--- config.mk ---
export PLATFORM = sky130hd
export DESIGN_NAME = regbk_initiator
export DESIGN_NICKNAME = d
export VERILOG_FILES = /design/src/rtl/regbk_initiator.sv
export SDC_FILE = /design/constraint.sdc
export NUM_CORES = 1
export LEC_CHECK = 0
export BUFFER_PORTS_ARGS = -buffer_cell sky130_fd_sc_hd__clkbuf_2
export CORE_MARGIN = 1
export CORE_UTILIZATION = 55
export DETAILED_ROUTE_END_ITERATION = 6
export PLACE_DENSITY = 0.89
export SYNTH_ARGS = -nofsm -noshare
export SYNTH_HDL_FRONTEND = slang
export SYNTH_SLANG_ARGS = --single-unit
--- constraint.sdc ---
create_clock -name clk -period 4.6 [get_ports clk]
set_input_delay 0 -clock clk [delete_from_list [all_inputs] [get_ports clk]]
set_output_delay 0 -clock clk [all_outputs]
set_load 0.02 [all_outputs]
--- src/rtl/regbk_initiator.sv ---
// regbk_initiator: buffers register read/write commands in a small FIFO and issues them one
// at a time over the regbank req/ack interface, returning read data or a write completion
// on a response handshake.
// Optional feature: define REGBK_INIT_TIMEOUT_EN to build the request timeout/abort path.

module regbk_initiator #(
    parameter int unsigned ADDR_BW        = 7,
    parameter int unsigned DATA_BW        = 8,
    parameter int unsigned CMD_DEPTH      = 4,
    parameter int unsigned TIMEOUT_CYCLES = 16
) (
    input  logic               clk,
    input  logic               rst,
    input  logic               cmd_valid,
    output logic               cmd_ready,
    input  logic               cmd_write,
    input  logic [ADDR_BW-1:0] cmd_addr,
    input  logic [DATA_BW-1:0] cmd_wdata,
    output logic               rsp_valid,
    input  logic               rsp_ready,
    output logic [DATA_BW-1:0] rsp_rdata,
    output logic               rsp_err,
    output logic               reg_req,
    output logic               reg_write,
    output logic [ADDR_BW-1:0] reg_addr,
    output logic [DATA_BW-1:0] reg_wdata,
    input  logic               reg_ack,
    input  logic [DATA_BW-1:0] reg_rdata
);

    localparam int unsigned PtrW = $clog2(CMD_DEPTH);
    localparam int unsigned CntW = PtrW + 1;
    localparam int unsigned EntW = 1 + ADDR_BW + DATA_BW;

    typedef enum logic [1:0] {StIdle, StReq, StRsp} state_e;

    state_e state_q, state_d;

    logic [EntW-1:0]    fifo_mem [CMD_DEPTH];
    logic [PtrW-1:0]    wr_ptr_q, rd_ptr_q;
    logic [CntW-1:0]    count_q;
    logic               fifo_full, fifo_empty, push, pop;
    logic               head_write;
    logic [ADDR_BW-1:0] head_addr;
    logic [DATA_BW-1:0] head_wdata;
    logic               timeout;

    logic               reg_req_q, reg_req_d;
    logic               reg_write_q, reg_write_d;
    logic [ADDR_BW-1:0] reg_addr_q, reg_addr_d;
    logic [DATA_BW-1:0] reg_wdata_q, reg_wdata_d;
    logic               rsp_valid_q, rsp_valid_d;
    logic [DATA_BW-1:0] rsp_rdata_q, rsp_rdata_d;
    logic               rsp_err_q, rsp_err_d;

    assign fifo_full  = (count_q == CntW'(CMD_DEPTH));
    assign fifo_empty = (count_q == '0);
    assign cmd_ready  = !rst && !fifo_full;
    assign push       = cmd_valid && cmd_ready;
    // Only IDLE pops, so a freshly pushed command is seen one cycle later (no bypass).
    assign pop        = (state_q == StIdle) && !fifo_empty;

    assign {head_write, head_addr, head_wdata} = fifo_mem[rd_ptr_q];

    // FIFO storage; entries need no reset because the count gates visibility.
    always_ff @(posedge clk) begin
        if (push) begin
            fifo_mem[wr_ptr_q] <= {cmd_write, cmd_addr, cmd_wdata};
        end
    end

    // FIFO pointers and occupancy; simultaneous push and pop leave the count unchanged.
    always_ff @(posedge clk) begin
        if (rst) begin
            wr_ptr_q <= '0;
            rd_ptr_q <= '0;
            count_q  <= '0;
        end else begin
            if (push) wr_ptr_q <= wr_ptr_q + 1'b1;
            if (pop)  rd_ptr_q <= rd_ptr_q + 1'b1;
            case ({push, pop})
                2'b10:   count_q <= count_q + 1'b1;
                2'b01:   count_q <= count_q - 1'b1;
                default: count_q <= count_q;
            endcase
        end
    end

`ifdef REGBK_INIT_TIMEOUT_EN
    localparam int unsigned WaitW = $clog2(TIMEOUT_CYCLES + 1);

    logic [WaitW-1:0] wait_cnt_q;

    // Counts REQ cycles of the current access, saturating; cleared outside REQ.
    always_ff @(posedge clk) begin
        if (rst || state_q != StReq) begin
            wait_cnt_q <= '0;
        end else if (wait_cnt_q != WaitW'(TIMEOUT_CYCLES)) begin
            wait_cnt_q <= wait_cnt_q + 1'b1;
        end
    end

    // Fires in the final allowed REQ cycle; an ack in that cycle still wins.
    assign timeout = (state_q == StReq) && (wait_cnt_q == WaitW'(TIMEOUT_CYCLES - 1));
`else
    logic unused_timeout_cycles;

    assign unused_timeout_cycles = ^TIMEOUT_CYCLES;
    assign timeout               = 1'b0;
`endif

    // FSM state register.
    always_ff @(posedge clk) begin
        if (rst) state_q <= StIdle;
        else     state_q <= state_d;
    end

    // FSM next-state logic.
    always_comb begin
        state_d = state_q;
        unique case (state_q)
            StIdle:  if (!fifo_empty)          state_d = StReq;
            StReq:   if (reg_ack || timeout)   state_d = StRsp;
            StRsp:   if (rsp_ready)            state_d = StIdle;
            default:                           state_d = StIdle;
        endcase
    end

    // FSM outputs: next values of the registered request and response signals.
    always_comb begin
        reg_req_d   = (state_d == StReq);
        rsp_valid_d = (state_d == StRsp);
        reg_write_d = reg_write_q;
        reg_addr_d  = reg_addr_q;
        reg_wdata_d = reg_wdata_q;
        rsp_rdata_d = rsp_rdata_q;
        rsp_err_d   = rsp_err_q;
        if (pop) begin
            reg_write_d = head_write;
            reg_addr_d  = head_addr;
            reg_wdata_d = head_wdata;
        end
        if (state_q == StReq && (reg_ack || timeout)) begin
            rsp_rdata_d = (reg_ack && !reg_write_q) ? reg_rdata : '0;
            rsp_err_d   = !reg_ack;
        end
    end

    // Output registers; reset drops any in-flight access without a response.
    always_ff @(posedge clk) begin
        if (rst) begin
            reg_req_q   <= 1'b0;
            reg_write_q <= 1'b0;
            reg_addr_q  <= '0;
            reg_wdata_q <= '0;
            rsp_valid_q <= 1'b0;
            rsp_rdata_q <= '0;
            rsp_err_q   <= 1'b0;
        end else begin
            reg_req_q   <= reg_req_d;
            reg_write_q <= reg_write_d;
            reg_addr_q  <= reg_addr_d;
            reg_wdata_q <= reg_wdata_d;
            rsp_valid_q <= rsp_valid_d;
            rsp_rdata_q <= rsp_rdata_d;
            rsp_err_q   <= rsp_err_d;
        end
    end

    assign reg_req   = reg_req_q;
    assign reg_write = reg_write_q;
    assign reg_addr  = reg_addr_q;
    assign reg_wdata = reg_wdata_q;
    assign rsp_valid = rsp_valid_q;
    assign rsp_rdata = rsp_rdata_q;
    assign rsp_err   = rsp_err_q;

endmodule

Word-level counts from Yosys, hierarchy flattened
Memories as Yosys holds them, arrays and structs flattened. A register that Yosys moved wholly into a read port is not among the register bits.
Index checks and enable logic that the tools add are counted.
{"block": "totals", "ff_bits": 20, "output_inout_bits": 28, "romBits": 0, "latchBits": 0, "in_bits": 29, "word_cells": 41, "mem_count": 1, "ram_bits": 64}
{"block": "classes", "n_div": 0, "n_bitwise": 0, "shifts": 0, "n_reduce_logical": 13, "mux": 8, "magnitude_cmp": 0, "multipliers": 0, "n_eq_ne": 7, "add_sub_neg": 4}
{"memory": "fifo_mem", "depth": 4, "word_bits": 16, "read_ports": 1, "rd_ports_with_merged_regs": 1, "wr": 1, "line": "39", "source": "logic [EntW-1:0] fifo_mem [CMD_DEPTH];"}
{"cell": "two-way mux 8 bit", "n": 1}
{"cell": "equality test 2 x 1 -> 1 bit (second input constant)", "n": 3}
{"cell": "equality test 2 bit (second input constant)", "n": 3}
{"cell": "two-way mux 2 bit", "n": 3}
{"cell": "case mux 2 bit (3 select lines)", "n": 1}
{"cell": "case mux 3 bit (2 select lines)", "n": 1}
{"cell": "logical AND 1 bit", "n": 5}
{"cell": "zero test 1 bit", "n": 5}
{"cell": "adder 2 x 1 -> 2 bit (second input constant)", "n": 2}
{"cell": "adder 3 x 1 -> 3 bit (second input constant)", "n": 1}
{"cell": "equality test 3 bit (second input constant)", "n": 1}
{"cell": "zero test 3 bit", "n": 1}
{"cell": "subtractor 3 x 1 -> 3 bit (second input constant)", "n": 1}
{"cell": "zero test 2 bit", "n": 1}
{"cell": "two-way mux 1 bit", "n": 2}
{"cell": "nonzero test 2 bit", "n": 1}

Logic depth before layout (Yosys ltp)
Gate-level depths: netlist of run 1.
{"block": "depth", "depth_word": 6, "depth_mapped": 8}

Least setup slack after synthesis of run 1
Ideal clock, no wire load.
{"block": "synth_timing", "path_type": "register to register", "startpoint": "register count_q[0]", "endpoint": "register count_q[2]", "arrival_ns": 2.029, "stages_incl_launch_ff": 9, "path_buffers": 0, "setup_ns": 0.072, "path_slack_ns": 2.500, "cell_sequence": "dfxtp_1 nor3b_2 nor3b_2 inv_1 ha_1 fa_1 xnor2_1 or3_1 a21oi_1"}
{"block": "synth_via", "elab_chain_cells": 6, "elab_cells_between_ends": 13, "classes_between": "2 x add/sub; 3 x eq/ne; 1 x mux; 7 x reduce/logical"}
{"element": "start, declared", "line": "41", "source": "logic [CntW-1:0] count_q;"}
{"element": "start signal, assigned", "line": "82", "source": "2'b10: count_q <= count_q + 1'b1;"}
{"element": "start signal, assigned", "line": "83", "source": "2'b01: count_q <= count_q - 1'b1;"}
{"element": "start signal, assigned", "line": "84", "source": "default: count_q <= count_q;"}
{"element": "equality test 3 bit", "line": "56", "source": "assign fifo_full = (count_q == CntW'(CMD_DEPTH));"}
{"element": "zero test 1 bit", "line": "58", "source": "assign cmd_ready = !rst && !fifo_full;"}
{"element": "logical AND 1 bit", "line": "58"}
{"element": "logical AND 1 bit", "line": "59", "source": "assign push = cmd_valid && cmd_ready;"}
{"element": "equality test 2 x 1 -> 1 bit / equality test 2 bit (equally long branches)", "line": "81", "source": "case ({push, pop})"}
{"element": "case mux 3 bit (2 select lines) / nonzero test 2 bit (equally long branches)"}
Parallel ways exist; a longest one is shown, timed or not.
A chain may end at the register's enable or synchronous reset.

Worst setup path after layout of run 1
Ends and elaborated chain as after synthesis.

==> impl_metrics.csv, run 1 <==
group,metric,value,unit
status,status,"finished with violations",
status,violations,"DRC",
sta,finalSetupViolCount,0,
sta,hold_viol,0,
logic_synthesis,synth_cell_type_count,36,
clock_tree,cts_buffers,9,
worst_setup_path,cp-start-kind,"register",
route,drtAntennaViolNets,0,
clock_tree,post_cts_resize_count,0,
worst_hold_path,hp-class,"in2reg",
route,routed_wl,6.966,mm
cells_and_area,mostFrequentLayoutCells,"64 x edfxtp_1, 56 x clkbuf_2, 36 x dfxtp_1",
sta,relSlewSlack,40.71,%
logic_synthesis,synth_top_area_share,51.56,%
route,drt-wirelength-per-cell,18.14,um
power,combinationalPowerShare,26.4,%
floorplanning,ioPinCount,57,
cells_and_area,fill_cells,403,
cells_and_area,final_common_cell,"edfxtp_1",
cells_and_area,fin_util,70.21,%
cells_and_area,n_antenna_cell,0,
cells_and_area,layout-drive-gt1-share,30.62,%
power,power_density,533.4,mW/mm2
power,p_seq_share,48.6,%
sta,finalCriticalPeriod,2.295,ns
clock_tree,cts_tree,"done",
logic_synthesis,syn_inst,218,
global_routing,grt_pass1_vias,2234,
global_routing,grt_max_degree,22,
floorplanning,initial_core_util,57.71,%
global_routing,overflow,0,
route,vias,2167,
power,p_switching,773.5,uW
global_routing,antenna_found_initial,0,
logic_synthesis,synth_edf_count,64,
worst_hold_path,worst_hold_path.num_cells,3,
worst_setup_path,required,4.90,ns
cells_and_area,multi_input_area,0.001002,mm2
logic_synthesis,synthFlopType,"edfxtp_1",
cells_and_area,syn_to_final_growth,21.65,%
placed_design,place_ws,2.302,ns
logic_synthesis,ys_ff_latch,100,
cells_and_area,num-nets-final,337,
sta,drv_slew,0,
floorplanning,die_h,84.32,um
logic_synthesis,synth_area_leaders,"edfxtp_1 52%, dfxtp_1 19%, mux4_2 9.7%",
worst_setup_path,endpoint_kind,"register",
route,drc,3,
worst_setup_path,cp.arrival,2.60,ns
clock_tree,cts.sinks,100,
clock_tree,post_cts_buffers,0,
logic_synthesis,mappedNetlistNets,253,
floorplanning,coreArea,0.006459,mm2
clock_tree,clk_latency,0.37,ns
route,drt_pass1_iterations,7,
route,drtIter0Drc,108,
clock_tree,hold_buffers,26,
worst_setup_path,path_class,"reg2reg",
floorplanning,fp.dieArea,0.007110,mm2
placed_design,io_buffers,56,
global_routing,grt_use_total,21.08,%
floorplanning,num_rows,29,
placed_design,gp_congestion,0.7237,
logic_synthesis,syn_avg_cell_area,17.10,um2
sta,setup_tns,0,ns
clock_tree,path_clk_slew,0.10,ns
worst_setup_path,r2r_cells,8,
logic_synthesis,yosysWarningCount,0,
clock_tree,clock_path_buffers,2,
power,ir_worst_vdd,0.2980,mV
cells_and_area,regArea,0.002643,mm2
sta,clock_skew,0.01049,ns
logic_synthesis,netlist_area,0.003727,mm2
worst_setup_path,cp_max_fo,7,
sta,worst_slack,2.305,ns
logic_synthesis,async_flop_share,0,%
power,p_int,1645,uW
sta,post-route-period-util,49.90,%
power,clockPowerShare,25.0,%
flow_run,drv_cap,0,
placed_design,dpl.hpwl,4.082,mm
logic_synthesis,yosys.area.top_type,"edfxtp_1",
clock_tree,root_buffer,"clkbuf_8",
logic_synthesis,ys_seq_area_share,70.90,%
sta,worst_pin_slew,0.8893,ns
clock_tree,cts_max_level,3,
sta,grt_setup_unrepaired,"false",
power,swShare,31.98,%
route,vias_per_cell,5.643,
sta,fmax,435.7,MHz
floorplanning,die_w,84.32,um
global_routing,grt_pass1_wl,10.95,mm
power,p_leak,0.001680,uW
worst_setup_path,reg2reg_slack,2.30,ns
cell families after synthesis:
family	synth area share [%]
flops	70.90
simple gates	6.814
xor+xnor	0.4700
mux	10.51
compound gates	6.881
fa+ha+maj	2.216
buf+inv	2.216
worst paths after layout:
| path | from | endpoint |
|---|---|---|
| setup / recovery | count_q[0]$_SDFFE_PP0P_ | count_q[2]$_SDFFE_PP0P_ |
| hold / removal | cmd_valid | wr_ptr_q[0]$_SDFFE_PP0P_ |
| setup reg to reg | count_q[0]$_SDFFE_PP0P_ | count_q[2]$_SDFFE_PP0P_ |
| hold reg to reg | rsp_rdata[2]$_SDFFE_PP0P_ | rsp_rdata[2]$_SDFFE_PP0P_ |
synthesized netlist by cell type, drive strengths merged, types with 2 or more instances:
cell     n
edfxtp  64
buf      8
a21oi   12
mux4    16
clkbuf   2
o21a     2
and2     4
nand2    9
mux2i    2
or3      2
nor2     9
dfxtp   36
inv      5
and3     2
nand3b  10
ha       5
a22o    16
nor3b    3
nor3     2
power by group through the flow:
stage	clock, uW	combinational [uW]	sequential [uW]
final	605	639	1180
after global routing	647	692	1190
after detailed placement	0	622	1190
after floorplan	0	406	1240
after global placement	0	598	1180
after CTS	614	642	1170
final cells by class:
| type | instances | area share [%] |
|---|---|---|
| repair buffers | 83 | 12.09 |
| clock inverters | 7 | 2.263 |
| clock buffers | 9 | 2.732 |
| well taps | 77 | 2.125 |
| inverters | 5 | 0.4139 |
| flip-flops and latches | 100 | 58.28 |
| multi-input cells | 103 | 22.10 |
layer usage:
metal / track usage (%) / part of all wire, %
met3: 4.621 / 6.0
met1: 25.46 / 40
met5: 0 / 0
met2: 35.17 / 51
met4: 12.38 / 2.8
flip-flops by register name (all words and copies together) (netlist names):
register,cells
rd_ptr_q,2
reg_req,1
wr_ptr_q,2
count_q,3
rsp_valid,1
rsp_rdata,8
reg_write,1
reg_wdata,8
rsp_err,1
reg_addr,7
fifo_mem,64
state_q,2
stage by stage:
| step | power, uW | area, um2 | instances | hold slack (ns) |
|---|---|---|---|---|
| 2_1_floorplan | 1648 | 3727 | 218 | 0.09887 |
| 3_3_place_gp | 1783 | 4048 | 342 | 0.2166 |
| 3_5_place_dp | 1815 | 4048 | 342 | 0.2256 |
| 4_1_cts | 2430 | 4534 | 384 | 0.07404 |
| 5_1_grt | 2529 | 4534 | 384 | 0.08500 |
| 6_report | 2419 | 4534 | 384 | 0.08481 |
critical path: stages (launching register included):
cell and delay [ns]:
dfxtp_1 0.47, nor3b_2 0.09, nor3b_2 0.36, inv_1 0.08, ha_1 0.24, fa_1 0.38, xnor2_1 0.14, or3_1 0.31
a21oi_1 0.15
No activity file was read; power rests on OpenSTA's default activity.
==> run 2, diff against run 1 <==
Settings changed: CORE_UTILIZATION 55 to 50, PLACE_DENSITY 0.89 to 0.85.
Clock period 4.6 ns to 2 ns, I/O delays scaled along.
==> impl_metrics.csv, run 2 (synthesized netlist as in run 1, its figures left out) <==
group,metric,value,unit
route,drc,2,
sta,finalSetupViolCount,1,
route,vias,2169,
power,p_leak,0.001728,uW
worst_setup_path,timing.rr.end,"count_q[2]$_SDFFE_PP0P_",
route,drtAntennaViolNets,0,
route,drt-wirelength-per-cell,16.47,um
clock_tree,post_cts_buffers,0,
sta,setup_tns,-0.03714,ns
global_routing,grt_pass1_vias,2146,
worst_setup_path,endpoint_kind,"register",
route,vias_per_cell,5.227,
clock_tree,clk_latency,0.36,ns
route,drt_pass1_iterations,6,
worst_setup_path,reg2reg_slack,-0.04,ns
cells_and_area,final_common_cell,"edfxtp_1",
cells_and_area,top_register,"fifo_mem",
sta,worst_slack,-0.03714,ns
status,status,"finished with violations",
cells_and_area,syn_to_final_growth,25.68,%
worst_setup_path,cp.arrival,2.33,ns
worst_setup_path,cp-start-kind,"register",
global_routing,busiest_layer,"met2",
placed_design,place_ws,0.007984,ns
floorplanning,num_rows,31,
cells_and_area,largest_register_ffs,64,
flow_run,drv_cap,0,
sta,post-route-period-util,101.9,%
global_routing,grt_max_degree,21,
clock_tree,cts_tree,"done",
cells_and_area,num-nets-final,346,
sta,hold_viol,0,
worst_setup_path,cp_max_fo,5,
global_routing,grt_pass1_wl,10.49,mm
sta,clock_skew,0.007146,ns
sta,grt_setup_unrepaired,"true",
worst_setup_path,r2r_start,"count_q[2]$_SDFFE_PP0P_",
worst_hold_path,min_from,"reg_ack",
route,drtIter0Drc,89,
sta,fmax,490.9,MHz
worst_setup_path,required,2.29,ns
worst_setup_path,r2r_cells,8,
global_routing,grt_use_total,18.98,%
clock_tree,path_clk_slew,0.09,ns
global_routing,met1_usage,22.99,%
power,ir_worst_vdd,0.5553,mV
sta,hold_ws,0.04859,ns
placed_design,dpl.hpwl,4.254,mm
worst_hold_path,hp-class,"in2reg",
global_routing,overflow,0,
floorplanning,ioPinCount,57,
sta,finalCriticalPeriod,2.037,ns
cells_and_area,mostFrequentLayoutCells,"64 x edfxtp_1, 56 x clkbuf_2, 33 x dfxtp_1",
clock_tree,cts.sinks,100,
clock_tree,cts_max_level,3,
clock_tree,root_buffer,"clkbuf_8",
floorplanning,die_h,88.34,um
placed_design,io_buffers,56,
worst_hold_path,min_to,"state_q[0]$_SDFF_PP0_",
global_routing,antenna_found_initial,0,
floorplanning,initial_core_util,51.66,%
floorplanning,fp.dieArea,0.007804,mm2
worst_setup_path,path_class,"reg2reg",
status,violations,"DRC, setup timing",
global_routing,met2_usage,32.10,%
clock_tree,cts_buffers,9,
floorplanning,coreArea,0.007214,mm2
power,power_density,1217,mW/mm2
sta,drv_slew,0,
global_routing,grtUsageMet3,4.198,%
cells_and_area,layout-drive-gt1-share,35.44,%
worst_hold_path,worst_hold_path.num_cells,3,
placed_design,gp_congestion,0.7339,
floorplanning,die_w,88.34,um
sta,relSlewSlack,65.66,%
cells_and_area,fin_util,64.93,%
power,finalPower,5699,uW
cells_and_area,n_antenna_cell,0,
clock_tree,clock_path_buffers,2,
sta,worst_pin_slew,0.5140,ns
route,routed_wl,6.833,mm
==> run 2: changes by cell type in the layout (fill, tap and decap cells not counted), sizes merged <==
| cell | change |
|---|---|
| clkinv | -1 |
| clkbuf | +1 |
| bufinv | +1 |
| buf | +10 |
| dlygate4sd3 | -1 |
| inv | -4 |
| clkinvlp | +3 |
==> run 2: what timing repair did <==
item / 4_1_cts / 5_1_grt
setup endpoints to repair: 2 / 1
endpoints found under the hold margin: 74 / 0
gates resized for setup: 3 / 3
hold buffers: 25 / 0
pin swaps: 1 / 1
==> run 2: final cells by class <==
type                            instances  area, um2
Sequential cell                       100       2651
Inverter                                5      18.77
Tap cell                               99      123.9
Clock inverter                          6      87.58
Clock buffer                           10      137.6
Multi-Input combinational cell        103       1040
Fill cell                             506       2530
Timing Repair Buffer                   92      625.6
==> run 2: per-stage QoR <==
stage,instance area [um2],cells
6_report,4684,415
5_1_grt,4684,415
4_1_cts,4672,415
3_5_place_dp,4184,374
3_3_place_gp,4184,374
2_1_floorplan,3749,218
==> run 2: worst max path at each step <==
stage	to	slack [ns]	startpoint
global route	count_q[2]$_SDFFE_PP0P_	-0.11	count_q[2]$_SDFFE_PP0P_
CTS	count_q[2]$_SDFFE_PP0P_	-0.04	count_q[2]$_SDFFE_PP0P_
detailed placement	count_q[2]$_SDFFE_PP0P_	0.008	count_q[0]$_SDFFE_PP0P_
floorplan	count_q[2]$_SDFFE_PP0P_	0.03	count_q[2]$_SDFFE_PP0P_
global placement	count_q[2]$_SDFFE_PP0P_	0.09	count_q[1]$_SDFFE_PP0P_
finish	count_q[2]$_SDFFE_PP0P_	-0.04	count_q[2]$_SDFFE_PP0P_
==> run 2: power by group <==
part | switching, uW | internal [uW]
Sequential | 193 | 2500
Combinational | 848 | 757
Clock | 669 | 736
Total | 1710 | 3990
==> run 2: layer usage <==
| metal | vias to the layer above | routed length [um] |
|---|---|---|
| li1 | 1024 | - |
| met1 | 1071 | 3030 |
| met2 | 63 | 3382 |
| met3 | 11 | 272 |
| met4 | 0 | 147 |
| met5 | - | 0 |
==> run 2: critical path, stage by stage (launching register included) <==
cell	delay, ns
dfxtp_4	0.37
nor3b_4	0.16
nor3b_4	0.23
inv_2	0.07
ha_4	0.17
fa_2	0.36
xnor2_1	0.16
or3_1	0.32
a21oi_1	0.13
